$ cat config.mk
export PLATFORM = sky130hd
export DESIGN_NAME = regfile_write_scheduler
export DESIGN_NICKNAME = d
export VERILOG_FILES = /design/src/rtl/regfile_write_scheduler.sv
export SDC_FILE = /design/constraint.sdc
export NUM_CORES = 1
export LEC_CHECK = 0
export CAP_MARGIN = 20
export CORE_MARGIN = 8
export CORE_UTILIZATION = 28
export DETAILED_ROUTE_END_ITERATION = 10
export SLEW_MARGIN = 30
export SYNTH_ARGS = -nofsm -noshare
export SYNTH_HDL_FRONTEND = slang
export SYNTH_SLANG_ARGS = --single-unit
$ cat constraint.sdc
create_clock -name clock -period 3.5 [get_ports clock]
set_input_delay 0.7 -clock clock [delete_from_list [all_inputs] [get_ports clock]]
set_output_delay 0.7 -clock clock [all_outputs]
set_load 0.03 [all_outputs]
$ cat src/rtl/regfile_write_scheduler.sv
// Shares the register-file write port between two writeback requesters: a
// zeroing sweep of r1..r(NUM_REGS-1) after reset, then round-robin issue from
// two per-requester queues. The optional drop counter is built only when
// REGFILE_SCHED_STATS_EN is defined.
module regfile_write_scheduler #(
  parameter int DATA_W     = 32,
  parameter int ADDR_W     = 5,
  parameter int NUM_REGS   = 32,
  parameter int FIFO_DEPTH = 4
) (
  input  logic              clock,
  input  logic              reset_n,
  input  logic              a_valid,
  output logic              a_ready,
  input  logic [ADDR_W-1:0] a_reg,
  input  logic [DATA_W-1:0] a_data,
  input  logic              b_valid,
  output logic              b_ready,
  input  logic [ADDR_W-1:0] b_reg,
  input  logic [DATA_W-1:0] b_data,
  output logic              write_signal,
  output logic [ADDR_W-1:0] write_reg,
  output logic [DATA_W-1:0] write_data,
  output logic              init_done,
  output logic              pending
`ifdef REGFILE_SCHED_STATS_EN
  ,
  output logic [15:0]       drop_count
`endif
);

  localparam int PTR_W  = $clog2(FIFO_DEPTH);
  localparam int CNT_W  = PTR_W + 1;
  localparam int INIT_W = $clog2(NUM_REGS) + 1;

  typedef enum logic {ST_INIT, ST_RUN} state_t;

  typedef struct packed {
    logic [ADDR_W-1:0] dst;
    logic [DATA_W-1:0] data;
  } entry_t;

  state_t             state, state_next;
  logic [INIT_W-1:0]  init_cnt;
  logic               rr_b;  // 1 when B wins the next contended cycle

  entry_t             a_mem [FIFO_DEPTH];
  entry_t             b_mem [FIFO_DEPTH];
  logic [PTR_W-1:0]   a_wp, a_rp, b_wp, b_rp;
  logic [CNT_W-1:0]   a_count, b_count, a_count_next, b_count_next;

  logic run, a_full, b_full, a_ne, b_ne;
  logic a_acc, b_acc, a_push, b_push, pop_a, pop_b;

  assign run     = (state == ST_RUN);
  assign a_full  = (a_count == CNT_W'(FIFO_DEPTH));
  assign b_full  = (b_count == CNT_W'(FIFO_DEPTH));
  assign a_ne    = (a_count != '0);
  assign b_ne    = (b_count != '0);
  assign a_ready = run & ~a_full;
  assign b_ready = run & ~b_full;

  // Writes to r0 are accepted (valid & ready) but never reach a queue.
  assign a_acc  = a_valid & a_ready;
  assign b_acc  = b_valid & b_ready;
  assign a_push = a_acc & (a_reg != '0);
  assign b_push = b_acc & (b_reg != '0);

  assign pop_a = run & a_ne & (~b_ne | ~rr_b);
  assign pop_b = run & b_ne & (~a_ne |  rr_b);

  // NOTE: every signal assigned in always_comb gets a default first, so no
  // path through the block can leave it unassigned and infer a latch.
  always_comb begin
    state_next = state;
    case (state)
      ST_INIT: if (init_cnt == INIT_W'(NUM_REGS)) state_next = ST_RUN;
      ST_RUN:  state_next = ST_RUN;
      default: state_next = ST_INIT;
    endcase
  end

  always_comb begin
    a_count_next = a_count;
    b_count_next = b_count;
    case ({a_push, pop_a})
      2'b10:   a_count_next = a_count + CNT_W'(1);
      2'b01:   a_count_next = a_count - CNT_W'(1);
      default: a_count_next = a_count;
    endcase
    case ({b_push, pop_b})
      2'b10:   b_count_next = b_count + CNT_W'(1);
      2'b01:   b_count_next = b_count - CNT_W'(1);
      default: b_count_next = b_count;
    endcase
  end

  // NOTE: queue storage has no reset; the counts and pointers alone decide
  // which entries are valid, so clearing the array would only cost area.
  always_ff @(posedge clock) begin
    if (a_push) a_mem[a_wp] <= '{dst: a_reg, data: a_data};
    if (b_push) b_mem[b_wp] <= '{dst: b_reg, data: b_data};
  end

  always_ff @(posedge clock or negedge reset_n) begin
    if (!reset_n) state <= ST_INIT;
    else          state <= state_next;
  end

  // NOTE: sequential state uses non-blocking assignments so every register
  // samples pre-edge values regardless of statement order.
  always_ff @(posedge clock or negedge reset_n) begin
    if (!reset_n) begin
      init_cnt     <= INIT_W'(1);
      rr_b         <= 1'b0;
      a_wp         <= '0;
      a_rp         <= '0;
      b_wp         <= '0;
      b_rp         <= '0;
      a_count      <= '0;
      b_count      <= '0;
      write_signal <= 1'b0;
      write_reg    <= '0;
      write_data   <= '0;
      init_done    <= 1'b0;
      pending      <= 1'b0;
    end else begin
      a_count <= a_count_next;
      b_count <= b_count_next;
      pending <= (a_count_next != '0) | (b_count_next != '0);
      if (a_push) a_wp <= a_wp + PTR_W'(1);
      if (b_push) b_wp <= b_wp + PTR_W'(1);
      if (pop_a)  a_rp <= a_rp + PTR_W'(1);
      if (pop_b)  b_rp <= b_rp + PTR_W'(1);

      if (state == ST_INIT) begin
        if (init_cnt != INIT_W'(NUM_REGS)) begin
          write_signal <= 1'b1;
          write_reg    <= init_cnt[ADDR_W-1:0];
          write_data   <= '0;
          init_cnt     <= init_cnt + INIT_W'(1);
        end else begin
          write_signal <= 1'b0;
          init_done    <= 1'b1;
        end
      end else if (pop_a) begin
        write_signal <= 1'b1;
        write_reg    <= a_mem[a_rp].dst;
        write_data   <= a_mem[a_rp].data;
        if (b_ne) rr_b <= 1'b1;
      end else if (pop_b) begin
        write_signal <= 1'b1;
        write_reg    <= b_mem[b_rp].dst;
        write_data   <= b_mem[b_rp].data;
        if (a_ne) rr_b <= 1'b0;
      end else begin
        write_signal <= 1'b0;
      end
    end
  end

`ifdef REGFILE_SCHED_STATS_EN
  logic [1:0]  drop_inc;
  logic [16:0] drop_sum;

  // Acceptance already implies RUN, so nothing is counted during the sweep.
  assign drop_inc = {1'b0, a_acc & (a_reg == '0)} + {1'b0, b_acc & (b_reg == '0)};
  assign drop_sum = {1'b0, drop_count} + 17'(drop_inc);

  always_ff @(posedge clock or negedge reset_n) begin
    if (!reset_n)         drop_count <= '0;
    else if (drop_sum[16]) drop_count <= 16'hFFFF;
    else                  drop_count <= drop_sum[15:0];
  end
`endif

endmodule

==> metrics.txt, run 1 <==
Core ar.=48950 um^2; full die area=57030 um^2; slowest CP cell=or4_1; Int Power=0.01057 W; All-Layer GR Usage=0.1122; Finished Cell Area=17370 um^2; root buffer cell=clkbuf_16; site row count=81; clock sinks=358; Final period util=0.9127; Yosys reg bits=358; layout cells sized above 1=0.2488; Distinct cells, synth=41; met2 usage=0.1926; drt initial violations=337; Total Negative Setup Slacks=0 ps; Area Overhead vs Synth=24.96%; I/O pin cnt=120; WP data arrival=3580 ps; WP data required=3890 ps; total gr overflow=0; via count=6586; Flop pwr share=0.418; Final Hold Fails=0; Starting Density=0.2840; FF-to-FF Start=b_count[2]; H-Tree Level Count=2; cts hold-fix bufs=0; post-DR vias/cell=4.405; DRC viols=0; met3 usage=0.03423; fin nets=891; pwr dens=887.4 nW/um^2; # Post-CTS Setup Buffers=0; DP HPWL=20970 um; register area share after synthesis=0.7511; Mapped Nets=730; Clk network pwr share=0.269; Final Setup Violations=0; Tmin final=3194 ps; CTS tree=done; crit start category=primary input; most used routing layer=met2; initial antenna violation count=10; Switching Share=0.3143; largest area contributor in the netlist=edfxtp_1; CP peak stage delay=530 ps; f_max=313.1 MHz; Register-to-Register Path Depth=9; IO buf count=119; worst-margin pin slew=795.6 ps; synthesized instance count=638; leakage power=5.856 nW; WL per Instance=21.43 um; CP Max Fanout=2; Clock Skews=18.15 ps; crit path capture type=register; IR drop worst, VDD=323.4 uV; syn avg cell area=21.79 um^2; WL final=32040 um; Crit path depth=10; Crit path max-delay family=simple AND/OR/NAND/NOR gates; HP Class=in2async; Logic pwr share=0.313; biggest regs=a_mem (148), b_mem (148), write_data (32); Reg clk slew, reported paths=60 ps; Max-Cap Viols=0; total power=0.01541 W; met1 Track Usage GR=0.1369; Clock Path Buffers=3; Yosys warning total=0; final slew viol count=0; outcome=finished, final reports clean; first-pass GRT wire length=47640 um; post-synthesis cell area=13900 um^2; final antenna-violating net count=0; Worst slew margin=0.4696; post-cts sizing count=0; Util after Layout=0.3549; largest net degree at the start of global routing=63; CP Cell Sequence=clkdlybuf4s50_1 -> or4_1 -> o211a_1 -> inv_1 -> ha_1 -> inv_1 -> fa_1 -> o21ai_0 -> or4_1 -> or3_1; routability congestion estimate=0.7197; Setup Crit Path Kind=in2reg; CTS Buf Count=38; Clk Latency, worst-skew pair=530 ps; die height=238.8 um; Area contributors post-synth=edfxtp_1 64%, mux4_2 12%, dfrtp_1 11%; Critical path origin=b_reg[0]; Yosys top cell area share=0.6394; Crit path buffers/inverters=3; die width=238.8 um; Area after DPL=16070 um^2; Post-synth top flop=edfxtp_1; Async SR Flop Fraction=0.1732; Post-synth EDFFs=296; Pre-antenna DRT Iters=7; RSZ-0062 raised after global routing=no; NetSw=0.004845 W; vias in the first global route=7274
power groups by stage:
stage / registers (W) / logic [W] / clock network, W
6_report: 0.00644 / 0.00483 / 0.00414
5_1_grt: 0.00659 / 0.00521 / 0.00439
4_1_cts: 0.00649 / 0.00498 / 0.00425
3_5_place_dp: 0.00656 / 0.00497 / 0
3_3_place_gp: 0.00653 / 0.00490 / 0
2_1_floorplan: 0.00656 / 0.00313 / 0
routing by layer:
metal | vias up | share of wire
met5 | - | 0.0026
li1 | 2942 | -
met4 | 12 | 0.019
met3 | 57 | 0.059
met1 | 3448 | 0.42
met2 | 127 | 0.50
cells in the mapped netlist (3+ instances only):
library cell and count:
o2bb2ai_2 27, dfrtp_1 61, xnor2_1 11, a31oi_1 3, o2bb2ai_1 7, mux4_2 74, buf_2 15, xor2_1 7
edfxtp_1 296, buf_12 3, ha_1 12, inv_1 19, clkbuf_1 7, nand2_1 5, o21ai_0 3, or3_1 3
and2_1 8, or4_1 3, nand3_1 4, mux2i_1 33, nor2_1 7
cells by family (layout without fill, tap and decap cells):
family / count (synthesis) / after routing / share of synthesized area
AOI/OAI and AO/OA: 56 / 56 / 0.04563
xor gates and xnor gates: 18 / 18 / 0.01134
adders and majority gates: 14 / 14 / 0.01368
buffers and inverters: 48 / 238 / 0.01944
DFF: 358 / 358 / 0.7511
muxes: 109 / 109 / 0.1453
other: 0 / 3 / 0
and+or+nand+nor: 35 / 35 / 0.01350
worst paths after layout:
| kind | to | slack [ps] |
|---|---|---|
| worst max-delay path | pending | 310 |
| worst min-delay path | init_cnt[5] | 200 |
| worst max register to register | pending | 570 |
| worst min register to register | init_done | 480 |
| max in group asynchronous | a_rp[0] | 2760 |
| min in group clock | init_done | 480 |
cells in the final DEF (no fill, tap or decap), types with 3 or more instances in the layout:
cell             count
edfxtp_1           296
clkdlybuf4s50_1    118
mux4_2              74
dfrtp_1             57
clkbuf_16           39
mux2i_1             33
o2bb2ai_2           27
buf_4               25
inv_1               19
ha_1                12
clkbuf_1            12
xnor2_1             11
nor2_1               7
xor2_1               7
o2bb2ai_1            7
and2_2               6
bufinv_16            6
buf_12               6
nand2_1              5
nand3_1              4
diode_2              3
or3_1                3
o21ai_0              3
or4_1                3
a31oi_1              3
clkinv_2             3
clkinv_1             3
cell type report:
type                    instances  area [um^2]
clock inverters                16        239.0
inverters                      19        71.32
flip-flops and latches        358        10450
well taps                     664        830.8
clock buffers                  53         1049
fillers                      4533        31580
repair buffers                150         1500
diodes                          3        7.507
multi-input cells             232         3222
per-stage QoR:
stage,instances,hold WS (ps),worst slack [ps]
finish,1495,200.4,305.6
detailed placement,1423,472.5,-261.5
global placement,1423,471.1,-206.6
CTS,1492,353.1,291.2
floorplan,638,404.4,283.4
global route,1492,246.7,163.1
Power figures use the tool's default switching activity.
==> run 2, diff against run 1 <==
--- a/config.mk
+++ b/config.mk
@@ -8,8 +8,11 @@
 export CAP_MARGIN = 20
 export CORE_MARGIN = 8
 export CORE_UTILIZATION = 28
+export CTS_CLUSTER_SIZE = 25
 export DETAILED_ROUTE_END_ITERATION = 10
+export GPL_TIMING_DRIVEN = 0
 export SLEW_MARGIN = 30
 export SYNTH_ARGS = -nofsm -noshare
 export SYNTH_HDL_FRONTEND = slang
 export SYNTH_SLANG_ARGS = --single-unit
+export TNS_END_PERCENT = 100
==> metrics.txt, run 2 (same netlist as run 1, synthesis figures left out) <==
I/O pin cnt=120; worst-margin pin slew=873.7 ps; initial antenna violation count=6; crit start category=primary input; Tmin final=3335 ps; die width=238.8 um; f_max=299.9 MHz; cts hold-fix bufs=0; Area after DPL=16130 um^2; site row count=81; RSZ-0062 raised after global routing=no; Clock Path Buffers=3; layout cells sized above 1=0.2387; Final Setup Violations=0; via count=6671; DRC viols=0; WL final=33420 um; WP data required=3900 ps; drt initial violations=336; Setup Crit Path Kind=in2reg; CP Max Fanout=7; Reg clk slew, reported paths=60 ps; Clk Latency, worst-skew pair=540 ps; Core ar.=48950 um^2; HP Class=in2async; die height=238.8 um; Starting Density=0.2840; Area Overhead vs Synth=25.14%; Final period util=0.9527; Worst slew margin=0.4175; Max-Cap Viols=0; final slew viol count=0; Finished Cell Area=17400 um^2; total power=0.01548 W; final antenna-violating net count=0; crit path capture type=register; # Post-CTS Setup Buffers=0; Clock Skews=20.84 ps; Pre-antenna DRT Iters=4; DP HPWL=22890 um; vias in the first global route=7218; most frequent cells in the layout=296 x edfxtp_1, 115 x clkdlybuf4s50_1, 74 x mux4_2; commonest non-fill, non-tap cell in the layout=edfxtp_1; CTS tree=done; root buffer cell=clkbuf_16; routability congestion estimate=0.6941; WP data arrival=3740 ps; Final Hold Fails=0; largest net degree at the start of global routing=39; All-Layer GR Usage=0.1170; biggest regs=a_mem (148), b_mem (148), write_data (32); pwr dens=890.0 nW/um^2; first-pass GRT wire length=49090 um; CTS Buf Count=39; post-cts sizing count=1; leakage power=5.901 nW; outcome=finished, final reports clean; IR drop worst, VDD=368.8 uV; H-Tree Level Count=2; fin nets=899; post-DR vias/cell=4.436; full die area=57030 um^2; IO buf count=119; clock sinks=358; WL per Instance=22.22 um; total gr overflow=0
[run 2: per-stage QoR]
stage	std cells	hold WS (ps)	setup TNS, ps	setup WS, ps	util
detailed placement	1430	460.4	-583.4	-583.4	0.3296
finish	1504	46.03	0	165.5	0.3554
global placement	1421	458.7	-232360	-1070	0.3253
global route	1502	36.91	0	15.08	0.3553
floorplan	638	404.4	0	283.4	-
CTS	1502	20.70	0	9.938	0.3549
[run 2: layer usage]
metal | GRT usage | wire, um | share of wire
met1 | 0.1471 | 14430 | 0.43
met2 | 0.1972 | 16410 | 0.49
met3 | 0.03285 | 1829 | 0.055
met4 | 0.03015 | 710 | 0.021
met5 | 0 | 35 | 0.0010
[run 2: worst paths after layout]
path                       startpoint              to  slack, ps  cells past startpoint
setup / recovery             a_reg[2]         pending        170                     10
hold / removal                reset_n  write_data[10]         50                      1
setup reg to reg           a_count[2]         pending        200                      9
hold reg to reg             init_done       init_done        470                      1
max in group asynchronous     reset_n  write_data[29]       2920                      2
min in group clock          init_done       init_done        470                      1
[run 2: critical path, cell delays in order]
cell,delay [ps]
clkdlybuf4s50_1,590
or4_1,540
o211a_1,330
inv_1,90
ha_1,170
inv_1,60
fa_1,470
mux2i_1,80
or4_1,400
or3_1,310
[run 2: cell type report]
| class | count | area [um^2] |
|---|---|---|
| flip-flops and latches | 358 | 10440 |
| multi-input cells | 232 | 3221 |
| repair buffers | 128 | 1388 |
| clock buffers | 62 | 1102 |
| well taps | 664 | 830.8 |
| fillers | 4548 | 31560 |
| clock inverters | 10 | 137.6 |
| diodes | 2 | 5.005 |
| plain buffers | 29 | 198.9 |
| inverters | 19 | 71.32 |
[run 2: power by group]
group / switching, W / internal, W
combinational: 0.00295 / 0.00243
sequential: 0.000378 / 0.00572
clock: 0.00162 / 0.00239
